`config.mk`:
```
export PLATFORM = sky130hd
export DESIGN_NAME = seq_mod_reduce_q
export DESIGN_NICKNAME = d
export VERILOG_FILES = /design/src/rtl/seq_mod_reduce_q.sv
export SDC_FILE = /design/constraint.sdc
export NUM_CORES = 2
export LEC_CHECK = 0
export CAP_MARGIN = 15
export CORE_ASPECT_RATIO = 0.9
export CORE_MARGIN = 5
export CORE_UTILIZATION = 30
export DETAILED_ROUTE_END_ITERATION = 12
export PLACE_DENSITY = 0.51
export SETUP_SLACK_MARGIN = 0.2
export SLEW_MARGIN = 20
export SYNTH_ARGS = -nofsm -noshare
export SYNTH_HDL_FRONTEND = slang
export SYNTH_SLANG_ARGS = --single-unit
export TNS_END_PERCENT = 50
```
`constraint.sdc`:
```
create_clock -name clk -period 9 [get_ports clk]
set_input_delay 1.8 -clock clk [delete_from_list [all_inputs] [get_ports clk]]
set_output_delay 1.8 -clock clk [all_outputs]
set_load 0.05 [all_outputs]
```
`src/rtl/seq_mod_reduce_q.sv`:
```
// Sequential reducer of a 512-bit product modulo q = 2^255 - 19 (fold x2 at 2^256, fold x2 at 2^255, final subtract).
// Optional macro SEQ_REDUCE_EARLY_DONE_EN skips folds whose input is already in range (data-dependent timing).
module seq_mod_reduce_q (
   input  logic         clk,
   input  logic         rst,
   input  logic [511:0] product,
   input  logic         start,
   output logic [255:0] result,
   output logic         done,
   output logic         busy
);

   localparam int unsigned B  = 256;
   localparam int unsigned B2 = 512;
   localparam int unsigned FW = B + 6;
   localparam int unsigned GW = 12;
   localparam logic [B-1:0] Q = {1'b0, {(B - 6){1'b1}}, 5'b01101};

   typedef enum logic [2:0] {IDLE, F1, F2, G1, G2, SUB} state_t;

   state_t        state, state_n;
   logic [B2-1:0] x, x_n;
   logic [B-1:0]  result_n;
   logic          done_n, busy_n;

   logic [B-1:0]  h;
   logic [FW-1:0] f38;
   logic [6:0]    t;
   logic [GW-1:0] m19;
   logic [B-1:0]  g19;
   logic [B-1:0]  diff;
   logic          ge;

   // Both folds and the final subtract are evaluated every cycle; the FSM only muxes.
   always_comb begin : datapath
      h    = x[B2-1:B];
      f38  = FW'(x[B-1:0]) + (FW'(h) << 5) + (FW'(h) << 2) + (FW'(h) << 1);
      t    = x[261:255];
      m19  = (GW'(t) << 4) + (GW'(t) << 1) + GW'(t);
      g19  = B'(x[B-2:0]) + B'(m19);
      ge   = (x[B-1:0] >= Q);
      diff = x[B-1:0] - Q;
   end

`ifdef SEQ_REDUCE_EARLY_DONE_EN
   // Entering G1: nothing above bit 254 means both 2^255 folds are no-ops.
   function automatic state_t g_entry(input logic [B2-1:0] v);
      return (v[B2-1:B-1] == '0) ? SUB : G1;
   endfunction

   // Entering a 2^256 fold: skip straight on to the 2^255 stage when the high half is zero.
   function automatic state_t f_entry(input logic [B2-1:0] v, input state_t fold_st);
      return (v[B2-1:B] == '0) ? g_entry(v) : fold_st;
   endfunction
`endif

   always_comb begin : fsm_next
      state_n  = state;
      x_n      = x;
      result_n = result;
      done_n   = 1'b0;
      case (state)
         IDLE: begin
            if (start) begin
               x_n = product;
`ifdef SEQ_REDUCE_EARLY_DONE_EN
               state_n = f_entry(product, F1);
`else
               state_n = F1;
`endif
            end
         end
         F1: begin
            x_n = B2'(f38);
`ifdef SEQ_REDUCE_EARLY_DONE_EN
            state_n = f_entry(B2'(f38), F2);
`else
            state_n = F2;
`endif
         end
         F2: begin
            x_n = B2'(f38);
`ifdef SEQ_REDUCE_EARLY_DONE_EN
            state_n = g_entry(B2'(f38));
`else
            state_n = G1;
`endif
         end
         G1: begin
            x_n     = B2'(g19);
            state_n = G2;
         end
         G2: begin
            x_n     = B2'(g19);
            state_n = SUB;
         end
         SUB: begin
            result_n = ge ? diff : x[B-1:0];
            done_n   = 1'b1;
            state_n  = IDLE;
         end
         default: state_n = IDLE;
      endcase
      busy_n = (state_n != IDLE);
   end

   always_ff @(posedge clk or negedge rst) begin
      if (!rst) begin
         state  <= IDLE;
         x      <= '0;
         result <= '0;
         done   <= 1'b0;
         busy   <= 1'b0;
      end else begin
         state  <= state_n;
         x      <= x_n;
         result <= result_n;
         done   <= done_n;
         busy   <= busy_n;
      end
   end

endmodule

```
* After elaboration in Yosys (flattened, before gate mapping)
Cells that the tools add are included.
** Word-level totals
- Memories kept :: 0
- ROM bits :: 0
- Output and inout port bits :: 258
- Register bits :: 773
- Word-level logic and storage cells :: 31
- Memory bits (writable) :: 0
- Latch bits :: 0
** Cells by class
- Shifts and indexed selects :: 0
- Reductions and logical operators :: 6
- $mul :: 0
- Bitwise operators :: 0
- Eq/ne operators :: 6
- Add/sub/neg operators :: 7
- Magnitude comparators :: 1
- Div/mod/pow operators :: 0
- Multiplexer cells :: 6
** Operators by type and width (count)
- 512-bit one-hot mux with 3 select lines :: 1
- 512-bit 2-to-1 mux :: 1
- 256-bit by 261-bit adder with 262-bit output :: 1
- 262-bit by 257-bit adder with 262-bit output :: 1
- 262-bit by 258-bit adder with 262-bit output :: 1
- 255-bit by 12-bit adder with 256-bit output :: 1
- 256-bit by 255-bit >= comparator with 1-bit output (second input constant) :: 1
- 256-bit 2-to-1 mux :: 1
- 256-bit by 255-bit subtractor with 256-bit output (second input constant) :: 1
- 3-bit one-hot mux with 5 select lines :: 1
- 11-bit by 8-bit adder with 12-bit output :: 1
- 12-bit by 7-bit adder with 12-bit output :: 1
- 3-bit by 2-bit == test with 1-bit output (second input constant) :: 2
- 3-bit == test (second input constant) :: 2
- 3-bit nonzero test :: 2
- 2-bit OR reduction :: 2
- 3-bit by 1-bit == test with 1-bit output (second input constant) :: 1
- 3-bit logical NOT :: 1
- 3-bit 2-to-1 mux :: 1
- 2-bit inequality test (second input constant) :: 1
- 2-bit AND reduction :: 1
- 1-bit 2-to-1 mux :: 1

* Logic depth before layout (Yosys ltp)
- Word-level depth :: 4
- Mapped depth :: 25
- Mapped depth without buffers :: 24

* Worst setup path after synthesis
No wires, ideal clock.
- Kind :: register -> register
- Start :: register x[17]
- End :: register x[206]
- Required time :: 8.867 ns
- Setup slack :: 3.449 ns
- Arrival :: 5.418 ns
- Period minus slack after synthesis :: 5.551 ns
- Setup time :: 0.133 ns
- Cell stages (with the launch flop) :: 26
- Buffers on the path :: 2
- Path through :: dfrtp_1 > clkbuf_1 > inv_1 > fa_1 > fa_1 > inv_1 > ha_1 > buf_2 > a21oi_1 > o21ai_0 > a21oi_1 > o21bai_1 > o2111ai_2 > a211oi_2 > nor3_2 > o21ai_0 > a21oi_1 > o31ai_2 > a21boi_2 > o21ai_1 > a211oi_2 > o21ai_1 > a211o_1 > xor2_1 > a21oi_1 > a21oi_1
** On the way
- Word-level cells in the longest chain between the ends :: 4
- Elaborated cells on any way between the ends :: 5
** RTL lines
- start, declared :: RTL line 22 : logic [B2-1:0] x, x_n;
- start signal, assigned :: RTL line 116 : x <= x_n;
- 256-bit by 261-bit adder with 262-bit output :: RTL line 37 : f38 = FW'(x[B-1:0]) + (FW'(h) << 5) + (FW'(h) << 2) + (FW'(h) << 1);
- 262-bit by 258-bit adder with 262-bit output :: RTL line 37
- 262-bit by 257-bit adder with 262-bit output :: RTL line 37
- 512-bit one-hot mux with 3 select lines (*) :: RTL line 62 : case (state)
Mark *: on every way between the ends. The rest lies on a longest branch, timed or not.
A chain may end at the register's enable or synchronous reset.

* Worst setup path in the final report
- Start :: register x[17]
- End :: register x[153]
The elaborated chain is that of the path after synthesis.

==> qor.yml <==
grt:
  track_usage: 0.368
  grt_pass1_vias: 79000
  grt_pass1_wl_mm: 677
  antenna_found_initial: 57
  globalRouteOverflowTotal: 0
  grt_max_degree: 137
routing:
  drcViolationCount: 0
  drt-initial-drc-count: 10500
  dr_total_vias: 81700
  ant_nets: 0
  wl_mm: 501
  first_pass_iters: 7
  routed_via_density: 5.88
  wl_per_cell_um: 36.0
logic_synthesis:
  syn_avg_cell_area_um2: 7.71
  syn_inst: 9807
  synth-async-reset-ratio: 1.00
  synth_cell_type_count: 102
  ys_ff_latch: 773
  ys_seq_area_frac: 0.256
  synthFlopType: "dfrtp_1"
  syn_area_um2: 75600
  ys_warn_count: 0
  synth_edf_count: 0
  syn-num-nets: 11100
timing:
  min_period_ps: 8480
  finalClockSkew_ps: 63.0
  setup_tns_ps: 0
  slew_viol_final: 0
  tightestPinTransition_ps: 1340
  rsz0062_at_grt: "false"
  finalHoldViolations: 0
  setup_violations: 0
  fin_crit_sh: 0.943
  max_freq_mhz: 118
  slew_headroom: 0.0965
critical_path:
  worst_ep_arrival_time_ps: 9230
  crit_path_end_kind: "flop"
  cp.required_ps: 9740
  cp_max_fo: 9
  start_kind: "flop"
  crit_type: "flop to flop"
final_layout:
  layout.nets: 11800
  final_common_cell: "nand2_1"
  final_cell_mix: "nand2_1, inv_1, o21ai_0"
  drive_gt1_frac: 0.0543
  layout-area-overhead-vs-synth_pct: 21.3
clock_tree:
  clock_path_buffers: 3
  clock_sinks: 773
  cts-buffers-inserted: 103
  root_buffer: "clkbuf_16"
  cts_setup_buffers: 0
  htreeDepth: 3
  clk_latency_ps: 800
  cts_tree: "done"
  clk_pin_slew_worst_paths_ps: 70
  cts_resized: 0
  ctsHoldBuffers: 0
die:
  fp.coreArea_um2: 250000
  core.rowCount: 174
  die_h_um: 486
  die_x_um: 539
  boundaryPins: 773
  start_util: 0.302
  die_area_um2: 262000
hold_path:
  holdCritPathClass: "flop to flop"
outcome:
  run_status: "finished clean"
job:
  max-cap-violations: 0
placement:
  portBuffers: 772
  place_hpwl_mm: 421
  gp_congestion: 1.08
## layout make-up
| class | instances | area [µm²] |
|---|---|---|
| Fill cell | 26500 | 159000 |
| Multi-Input combinational cell | 7474 | 50700 |
| Sequential cell | 773 | 19300 |
| Timing Repair Buffer | 1031 | 9810 |
| Tap cell | 3344 | 4180 |
| Inverter | 1081 | 4070 |
| Clock buffer | 140 | 2890 |
| Clock inverter | 50 | 658 |
| Antenna cell | 16 | 40.0 |
## flip-flops by register name, summed over array words and instances, names as in the netlist
| signal | count |
|---|---|
| result | 256 |
| busy | 1 |
| x | 512 |
| done | 1 |
| state | 3 |
## stage by stage
step	setup WS, ps	cell area [µm²]	instances	hold slack (ps)	utilization
4_1_cts	738	91700	13900	482	0.366
3_3_place_gp	315	88000	13700	465	0.352
3_5_place_dp	822	88100	13700	470	0.352
5_1_grt	407	91700	13900	502	0.366
6_report	515	91700	13900	477	0.366
2_1_floorplan	3450	75600	9807	478	-
## worst paths after layout
path / slack [ps] / end / cells past startpoint / start
setup / recovery: 520 / x[153]$_DFFE_PN0P_ / 25 / x[17]$_DFFE_PN0P_
setup reg to reg: 520 / x[153]$_DFFE_PN0P_ / 25 / x[17]$_DFFE_PN0P_
max in group asynchronous: 5970 / x[506]$_DFFE_PN0P_ / 3 / rst
hold / removal: 480 / result[247]$_DFFE_PN0P_ / 2 / result[247]$_DFFE_PN0P_
min in group asynchronous: 1000 / x[432]$_DFFE_PN0P_ / 1 / rst
hold reg to reg: 480 / result[247]$_DFFE_PN0P_ / 2 / result[247]$_DFFE_PN0P_
## logic make-up after synthesis
group	share of synthesized area
AO/OA/AOI/OAI	0.219
XOR/XNOR	0.0639
multiplexers	0.000546
AND/OR/NAND/NOR	0.200
flip-flops	0.256
buffers and inverters	0.0776
adder cells (fa/ha/maj)	0.183
## synthesized netlist by cell type (267+ instances only)
library cell | number | share of area
a21oi_1 | 815 | 0.054
clkbuf_1 | 445 | 0.022
o31ai_1 | 269 | 0.027
xnor2_1 | 436 | 0.050
ha_1 | 289 | 0.048
nor2_1 | 780 | 0.039
dfrtp_1 | 773 | 0.26
nand2_1 | 1315 | 0.065
inv_1 | 1076 | 0.053
fa_1 | 511 | 0.14
nand4_1 | 267 | 0.022
o21ai_0 | 1036 | 0.069
## per-layer routing
layer,routed length [µm],vias up,track usage
li1,-,35000,-
met1,225000,41300,0.532
met5,137,-,0
met3,51000,743,0.0974
met4,26200,20,0.158
met2,199000,4677,0.512
## critical path, cell delays in order, from the launching register on
cell	delay (ps)
dfrtp_1	520
inv_1	230
fa_1	530
fa_1	530
inv_1	60
ha_1	440
nand4_1	190
nor3_1	380
nand4b_1	180
o211ai_1	160
buf_4	210
a21oi_1	250
o21ai_0	340
a21oi_1	170
o21bai_1	370
a21boi_1	190
buf_4	220
o21ba_2	270
nor2_1	500
a41oi_1	500
o31ai_1	870
xnor2_1	140
o21ai_0	790
a21oi_1	60
o21ai_0	180
o21a_1	140
Power is left out: the tool's default activity adds up to more than one toggle a clock period on the data nets, which glitch-free logic cannot reach.
